**config.mk**
```make
export PLATFORM = sky130hd
export DESIGN_NAME = rgmii_tx_sdr_serializer_flat
export DESIGN_NICKNAME = d
export VERILOG_FILES = /design/src/rtl/rgmii_tx_sdr_serializer_if.sv /design/src/rtl/rgmii_tx_sdr_serializer.sv /design/src/flat_wrapper.sv
export SDC_FILE = /design/constraint.sdc
export NUM_CORES = 1
export LEC_CHECK = 0
export CORE_UTILIZATION = 27
export CTS_CLUSTER_DIAMETER = 60
export DETAILED_ROUTE_END_ITERATION = 10
export PLACE_DENSITY = 0.47
export SKIP_CTS_REPAIR_TIMING = 1
export SLEW_MARGIN = 20
export SYNTH_ARGS = -nofsm -noshare
export SYNTH_HDL_FRONTEND = slang
export SYNTH_SLANG_ARGS = --single-unit
```
**constraint.sdc**
```tcl
create_clock -name gtx_clk250 -period 4.84 [get_ports gtx_clk250]
set_input_delay 0.484 -clock gtx_clk250 [delete_from_list [all_inputs] [get_ports gtx_clk250]]
set_output_delay 0.484 -clock gtx_clk250 [all_outputs]
set_load 0.05 [all_outputs]
```
**src/rtl/rgmii_tx_sdr_serializer_if.sv**
```systemverilog
// MAC-side and RGMII-side signal bundle for rgmii_tx_sdr_serializer.
interface rgmii_tx_sdr_serializer_if #(
  parameter int FRAME_CNT_WIDTH = 16
);
  logic [1:0]                 speed_i;
  logic [7:0]                 gmii_txd_i;
  logic                       gmii_tx_en_i;
  logic                       gmii_tx_er_i;
  logic                       tx_ce_o;
  logic                       phase_o;
  logic [3:0]                 rgmii_txd_o;
  logic                       rgmii_tx_ctl_o;
  logic                       rgmii_tx_clk_o;
  logic [FRAME_CNT_WIDTH-1:0] frames_o;

  modport master (
    output speed_i, gmii_txd_i, gmii_tx_en_i, gmii_tx_er_i,
    input  tx_ce_o, phase_o, rgmii_txd_o, rgmii_tx_ctl_o, rgmii_tx_clk_o, frames_o
  );

  modport slave (
    input  speed_i, gmii_txd_i, gmii_tx_en_i, gmii_tx_er_i,
    output tx_ce_o, phase_o, rgmii_txd_o, rgmii_tx_ctl_o, rgmii_tx_clk_o, frames_o
  );
endinterface

```
**src/rtl/rgmii_tx_sdr_serializer.sv**
```systemverilog
// GMII-to-RGMII single-data-rate transmit serializer with frame counter.
// Optional macro RGMII_TX_CLK90_EN: re-time rgmii_tx_clk_o on the falling edge.
module rgmii_tx_sdr_serializer #(
  parameter int FRAME_CNT_WIDTH = 16
) (
  input logic                      gtx_clk250,
  input logic                      tx_rst,
  rgmii_tx_sdr_serializer_if.slave bus
);
  typedef enum logic {IDLE, ACTIVE} state_t;

  state_t                     state, state_nxt;
  logic [6:0]                 div_cnt, div_nxt, period_nxt;
  logic [1:0]                 speed_r, speed_nxt;
  logic [7:0]                 hold_txd, txd_nxt;
  logic                       hold_en, hold_er, en_nxt, er_nxt;
  logic                       wrap, first_half;
  logic                       ce_nxt, ctl_nxt;
  logic [3:0]                 data_nxt;
  logic [FRAME_CNT_WIDTH-1:0] frames;
  logic                       tx_ce_q, ctl_q, clk_q;
  logic [3:0]                 txd_q;

  function automatic logic [6:0] period_of(input logic [1:0] s);
    case (s)
      2'b00:   return 7'd100;
      2'b01:   return 7'd10;
      default: return 7'd2;
    endcase
  endfunction

  // Output registers are loaded from the next-cycle state so that captured
  // data appears on the wire exactly one cycle after the capture cycle.
  always_comb begin
    wrap       = (div_cnt == period_of(speed_r) - 7'd1);
    div_nxt    = wrap ? '0 : div_cnt + 7'd1;
    speed_nxt  = wrap ? bus.speed_i : speed_r;
    txd_nxt    = wrap ? bus.gmii_txd_i : hold_txd;
    en_nxt     = wrap ? bus.gmii_tx_en_i : hold_en;
    er_nxt     = wrap ? bus.gmii_tx_er_i : hold_er;
    period_nxt = period_of(speed_nxt);
    first_half = (div_nxt < (period_nxt >> 1));
    ce_nxt     = (div_nxt >= period_nxt - 7'd2);
    ctl_nxt    = first_half ? en_nxt : (en_nxt ^ er_nxt);
    data_nxt   = '0;
    if (en_nxt || er_nxt) begin
      if (period_nxt == 7'd2 && div_nxt[0]) data_nxt = txd_nxt[7:4];
      else                                  data_nxt = txd_nxt[3:0];
    end
  end

  always_comb begin
    state_nxt = state;
    if (wrap) begin
      case (state)
        IDLE:    if (bus.gmii_tx_en_i)  state_nxt = ACTIVE;
        ACTIVE:  if (!bus.gmii_tx_en_i) state_nxt = IDLE;
        default: state_nxt = IDLE;
      endcase
    end
  end

  always_ff @(posedge gtx_clk250 or posedge tx_rst) begin
    if (tx_rst) state <= IDLE;
    else        state <= state_nxt;
  end

  always_ff @(posedge gtx_clk250 or posedge tx_rst) begin
    if (tx_rst) begin
      div_cnt  <= '0;
      speed_r  <= 2'b10;
      hold_txd <= '0;
      hold_en  <= 1'b0;
      hold_er  <= 1'b0;
      frames   <= '0;
      tx_ce_q  <= 1'b0;
      txd_q    <= '0;
      ctl_q    <= 1'b0;
      clk_q    <= 1'b0;
    end else begin
      div_cnt  <= div_nxt;
      speed_r  <= speed_nxt;
      hold_txd <= txd_nxt;
      hold_en  <= en_nxt;
      hold_er  <= er_nxt;
      if (state == ACTIVE && state_nxt == IDLE) frames <= frames + 1'b1;
      tx_ce_q  <= ce_nxt;
      txd_q    <= data_nxt;
      ctl_q    <= ctl_nxt;
      clk_q    <= first_half;
    end
  end

`ifdef RGMII_TX_CLK90_EN
  logic clk90_q;

  always_ff @(negedge gtx_clk250 or posedge tx_rst) begin
    if (tx_rst) clk90_q <= 1'b0;
    else        clk90_q <= clk_q;
  end

  assign bus.rgmii_tx_clk_o = clk90_q;
`else
  assign bus.rgmii_tx_clk_o = clk_q;
`endif

  assign bus.tx_ce_o        = tx_ce_q;
  assign bus.phase_o        = div_cnt[0];
  assign bus.rgmii_txd_o    = txd_q;
  assign bus.rgmii_tx_ctl_o = ctl_q;
  assign bus.frames_o       = frames;
endmodule

```
**src/flat_wrapper.sv**
```systemverilog
// flat-port wrapper written by rule: the top's interface ports become plain ports
module rgmii_tx_sdr_serializer_flat 
#(
  parameter int FRAME_CNT_WIDTH = 16
)
  (gtx_clk250, tx_rst, bus_speed_i, bus_gmii_txd_i, bus_gmii_tx_en_i, bus_gmii_tx_er_i, bus_tx_ce_o, bus_phase_o, bus_rgmii_txd_o, bus_rgmii_tx_ctl_o, bus_rgmii_tx_clk_o, bus_frames_o);
  rgmii_tx_sdr_serializer_if #(.FRAME_CNT_WIDTH(FRAME_CNT_WIDTH)) bus_i ();
  input logic gtx_clk250;
  input logic tx_rst;
  input wire logic [$bits(bus_i.speed_i)-1:0] bus_speed_i;
  input wire logic [$bits(bus_i.gmii_txd_i)-1:0] bus_gmii_txd_i;
  input wire logic [$bits(bus_i.gmii_tx_en_i)-1:0] bus_gmii_tx_en_i;
  input wire logic [$bits(bus_i.gmii_tx_er_i)-1:0] bus_gmii_tx_er_i;
  output wire logic [$bits(bus_i.tx_ce_o)-1:0] bus_tx_ce_o;
  output wire logic [$bits(bus_i.phase_o)-1:0] bus_phase_o;
  output wire logic [$bits(bus_i.rgmii_txd_o)-1:0] bus_rgmii_txd_o;
  output wire logic [$bits(bus_i.rgmii_tx_ctl_o)-1:0] bus_rgmii_tx_ctl_o;
  output wire logic [$bits(bus_i.rgmii_tx_clk_o)-1:0] bus_rgmii_tx_clk_o;
  output wire logic [$bits(bus_i.frames_o)-1:0] bus_frames_o;
  assign bus_i.speed_i = bus_speed_i;
  assign bus_i.gmii_txd_i = bus_gmii_txd_i;
  assign bus_i.gmii_tx_en_i = bus_gmii_tx_en_i;
  assign bus_i.gmii_tx_er_i = bus_gmii_tx_er_i;
  assign bus_tx_ce_o = bus_i.tx_ce_o;
  assign bus_phase_o = bus_i.phase_o;
  assign bus_rgmii_txd_o = bus_i.rgmii_txd_o;
  assign bus_rgmii_tx_ctl_o = bus_i.rgmii_tx_ctl_o;
  assign bus_rgmii_tx_clk_o = bus_i.rgmii_tx_clk_o;
  assign bus_frames_o = bus_i.frames_o;
  rgmii_tx_sdr_serializer #(.FRAME_CNT_WIDTH(FRAME_CNT_WIDTH)) u_core (.gtx_clk250(gtx_clk250), .tx_rst(tx_rst), .bus(bus_i));
endmodule
```
Word level (Yosys, flattened, before mapping)
Cells that the tools add are included.

Reduce and logical (&&, ||, !) cells: 5. Muxes and demuxes: 12. Equal/unequal tests: 4. $add $sub $neg: 4. $lt $le $gt $ge: 2. Bitwise logic cells: 2.

Operator list (number): 7-bit one-hot mux with 2 select lines (2); 16-bit by 1-bit adder with 16-bit output, second input constant (1); 4-bit 2-to-1 mux (2); 8-bit 2-to-1 mux (1); 7-bit by 1-bit adder with 7-bit output, second input constant (1); 7-bit by 2-bit equality test with 1-bit output, second input constant (1); 7-bit equality test (1); 7-bit greater-or-equal comparator (1); 7-bit by 6-bit < comparator with 1-bit output (1); 7-bit 2-to-1 mux (1); 7-bit by 1-bit subtractor with 7-bit output, second input constant (1); 7-bit by 2-bit subtractor with 7-bit output, second input constant (1); 1-bit 2-to-1 mux (5); 2-bit by 1-bit equality test with 1-bit output, second input constant (2); 2-bit zero test (2); 1-bit logical AND (2); 2-bit 2-to-1 mux (1); 1-bit logical OR (1); 1-bit NOT (1); 1-bit bitwise XOR (1).

Output and inout bits: 24. Logic and storage cells: 40. Register bits after elaboration: 43. Input bits: 14.

Logic depth before layout (Yosys ltp)
Depth in word-level cells: 11. Gate-level depth with buffers: 14.

Worst setup path before layout
No wires, ideal clock.

Kind: reg2reg. From: register u_core.div_cnt[0]. To: register u_core.ctl_q, in the netlist u_core.bus.rgmii_tx_ctl_o. Path buffers: 2. Cell stages (with the launch flop): 13. Path slack: 1.531 ns. Arrival: 3.184 ns. Path through: dfrtp_1 > nand3_1 > nor2_4 > buf_2 > buf_2 > nand3b_1 > o31a_1 > ha_1 > a211oi_1 > o41ai_1 > o21bai_1 > a2111oi_4 > mux2_4.

Word-level cells in the longest chain between the ends: 6. Elaborated cells between the ends (all ways): 12.

RTL lines: from (decl) (RTL line rgmii_tx_sdr_serializer.sv:13) `logic [6:0] div_cnt, div_nxt, period_nxt;`; from (signal assigned) (RTL line rgmii_tx_sdr_serializer.sv:81) `div_cnt <= div_nxt;`; 7-bit equality test (RTL line rgmii_tx_sdr_serializer.sv:35) `wrap = (div_cnt == period_of(speed_r) - 7'd1);`; 2-bit 2-to-1 mux (RTL line rgmii_tx_sdr_serializer.sv:37) `speed_nxt = wrap ? bus.speed_i : speed_r;`; 2-bit by 1-bit equality test with 1-bit output / 2-bit zero test (equally long branches) (RTL line rgmii_tx_sdr_serializer.sv:25) `case (s)`; 7-bit one-hot mux with 2 select lines (RTL line rgmii_tx_sdr_serializer.sv:25); 7-bit by 6-bit < comparator with 1-bit output * (RTL line rgmii_tx_sdr_serializer.sv:42) `first_half = (div_nxt < (period_nxt >> 1));`; via u_core.first_half (RTL line rgmii_tx_sdr_serializer.sv:17) `logic wrap, first_half;`; 1-bit 2-to-1 mux * (RTL line rgmii_tx_sdr_serializer.sv:44) `ctl_nxt = first_half ? en_nxt : (en_nxt ^ er_nxt);`; via u_core.ctl_nxt (RTL line rgmii_tx_sdr_serializer.sv:18) `logic ce_nxt, ctl_nxt;`; to (signal assigned) (RTL line rgmii_tx_sdr_serializer.sv:89) `ctl_q <= ctl_nxt;`; to (decl) (RTL line rgmii_tx_sdr_serializer.sv:21) `logic tx_ce_q, ctl_q, clk_q;`.

The timed path passes the listed nets; every way through them passes the cells marked *. A chain may end at the register's enable or synchronous reset.

Final worst setup path
From: register u_core.div_cnt[3]. To: register u_core.ctl_q, in the netlist u_core.bus.rgmii_tx_ctl_o.

The elaborated chain is that of the path after synthesis.

==> impl_metrics.toml <==
[status]
status = "completed"

[timing]
finalCritPeriodShare_pct = 73.90
layout_setup_ws_ps = 1263
hold_violations = 0
setup_viol = 0
rsz0062_at_grt = "false"
totalNegativeSetupSlack_ps = 0
tightest_slew_ps = 547.1
post-route-min-period_ps = 3577
whs_ps = 468.9
drv_slew = 0
fin_skew_ps = 12.58
fmax_ghz = 0.2796
maxSlewHeadroom_pct = 63.53

[place]
pre_cts_ws_ps = 1252
dpl.hpwl_um = 3235
gp_congestion = 0.7715
io_buffers = 37

[layout]
utilization_pct = 35.61
final_cell_mix = "dfrtp_1 (42), clkdlybuf4s50_1 (37), nand3_1 (17), nor2_1 (15), nand2_1 (14)"
mostFrequentLayoutCell = "dfrtp_1"
drive_gt1_share_pct = 12.77
area_growth_pct = 27.88
ff_latch_area_um2 = 1077
n_antenna_cell = 0
layout.nets = 259
nFillCells = 789
multiInputGateArea_um2 = 1003

[synth]
ys_seq_elements = 43
synth_cells = 192
synth.distinct_cells = 39
netlist_top_cells_area = "dfrtp_1 (49%), ha_1 (6.4%), mux2_2 (6.3%)"
synth-compound-area-share_pct = 8.767
synth_area_um2 = 2141
ys_warn_count = 0
synth_fa_ha_area_share_pct = 6.429
synthSimpleGateAreaFrac_pct = 16.42
ys_seq_area_share_pct = 50.32
synth_xor_area_share_pct = 7.773
synthMuxAreaShare_pct = 7.481
syn_area_per_cell_um2 = 11.15
synth_fp_nets = 217
synth.top_cell.area_share_pct = 49.09
synth_top_family_by_area = "simple AND/OR/NAND/NOR gates"
synth_top_area_cell = "dfrtp_1"

[global_route]
grt_overflow = 0
grtUsageTotal_pct = 11.49
grt_pass1_vias = 1506
grt_first_pass_wirelength_um = 7438
antenna_found_initial = 0
grt_max_degree = 44

[critical_path]
crit_type = "reg2reg"
worstPathRequired_ps = 5030
worstPathArrival_ps = 3760
start_kind = "flip-flop"
cp_max_fo = 18
endpoint_kind = "flip-flop"

[cts]
insertion_delay_ps = 290
cts_tree = "yes"
ctsRootBufferMaster = "clkbuf_8"
clock_sinks = 43
clkTransAtPathRegs_ps = 90
cts_htree_levels = 2
cts_buffers = 5
clock_path_buffers = 2

[floorplanning]
dieArea_um2 = 8289
die_w_um = 91.05
io_pins = 38
coreArea_um2 = 7687
initial_core_util_pct = 27.85
fp-row-count = 32
die_y_um = 91.05

[worst_hold_path]
hp-class = "reg2reg"

[route]
postRouteAntennaNets = 0
dr_total_vias = 1512
drt-total-wl_um = 4286
drt_iter0_drc = 49
firstDrtPassIters = 4
avgViaCountPerCell = 4.487
detail_route.wl_per_cell_um = 12.72
drc = 0

[pwr]
power_uw = 1707
powerDensity_nw_per_um2 = 623.6
ir_worst_vdd_uv = 250.6
p_leak_uw = 0.001182

[flow_run]
cap_violations = 0
cells in the mapped netlist:
cell type and instances:
o21ai_0 5, buf_2 3, buf_4 1, a211oi_1 2
and2_1 2, and4_1 2, dfstp_2 1, o41ai_1 1
a21o_1 1, mux2_2 12, a2111oi_4 1, nor3_2 2
ha_1 11, o2111a_1 1, mux2i_1 1, or2_2 1
nand4_1 1, nor4bb_2 1, o21a_1 2, nand2_1 14
and3_1 2, nor3_1 2, nand3_1 17, xor2_1 6
nand2b_1 1, nand4_2 1, nand3b_1 1, o31a_1 2
nor2b_1 2, nor2_4 1, dfrtp_1 42, a22oi_2 1
o21bai_1 1, mux2_4 1, nor4_1 1, xnor2_1 13
a21oi_1 8, inv_1 10, nor2_1 15
sequential cells by signal, summed over array words and instances (netlist names):
signal,cells
u_core.hold_en,1
u_core.hold_er,1
u_core.bus.tx_ce_o,1
u_core.speed_r,2
u_core.state,1
u_core.bus.rgmii_tx_ctl_o,1
u_core.bus.rgmii_txd_o,4
u_core.bus.frames_o,16
u_core.div_cnt,7
u_core.bus.rgmii_tx_clk_o,1
u_core.hold_txd,8
logic make-up after synthesis:
logic type	Yosys count
multiplexers	14
AO/OA/AOI/OAI	25
AND/OR/NAND/NOR	66
flip-flops	43
adder cells (fa/ha/maj)	11
buffers and inverters	14
XOR/XNOR	19
critical path, stage by stage, from the launching register on:
cell and delay, ps:
dfrtp_1 460, nor4bb_2 340, a22oi_2 170, nor2_4 370
buf_4 310, nand3b_1 130, o31a_1 120, ha_1 280
a211oi_1 230, o41ai_1 100, o21bai_1 210, a2111oi_4 430
mux2_4 330
layer usage:
metal  wire length (um)  vias up  GRT usage (%)  share of wire [%]
met5                  0        -              0                  0
met4                 53        0          3.968                1.2
met3                188        7          2.931                4.4
met2               2015       42          18.50                 47
met1               2029      710          14.95                 47
li1                   -      753              -                  -
report_power, final:
part	switching (uW)	internal, uW	total, uW
registers	79.4	481	561
clock network	120	155	275
logic	484	388	872
final cells by class:
type / count / area share (%)
tap: 102 / 4.662
timing repair buffer: 39 / 14.08
clock inverter: 1 / 1.097
inverter: 10 / 1.371
sequential: 43 / 39.35
multi-input combinational: 135 / 36.65
clock buffer: 7 / 2.788
per-stage QoR:
step | instances | cell area [um2]
after floorplan | 192 | 2141
after global placement | 329 | 2631
after detailed placement | 329 | 2631
after CTS | 337 | 2738
after global routing | 337 | 2738
final | 337 | 2738
final timing paths:
kind	from	to	slack, ps	cells past startpoint
max	u_core.div_cnt[3]	u_core.bus.rgmii_tx_ctl_o	1260	12
min	u_core.bus.frames_o[15]	u_core.bus.frames_o[15]	470	1
max reg2reg	u_core.div_cnt[3]	u_core.bus.rgmii_tx_ctl_o	1260	12
min reg2reg	u_core.bus.frames_o[15]	u_core.bus.frames_o[15]	470	1
max in group asynchronous	tx_rst	u_core.bus.tx_ce_o	3830	3
min in group asynchronous	tx_rst	u_core.bus.frames_o[11]	630	3
(Power assumes the default switching activity.)
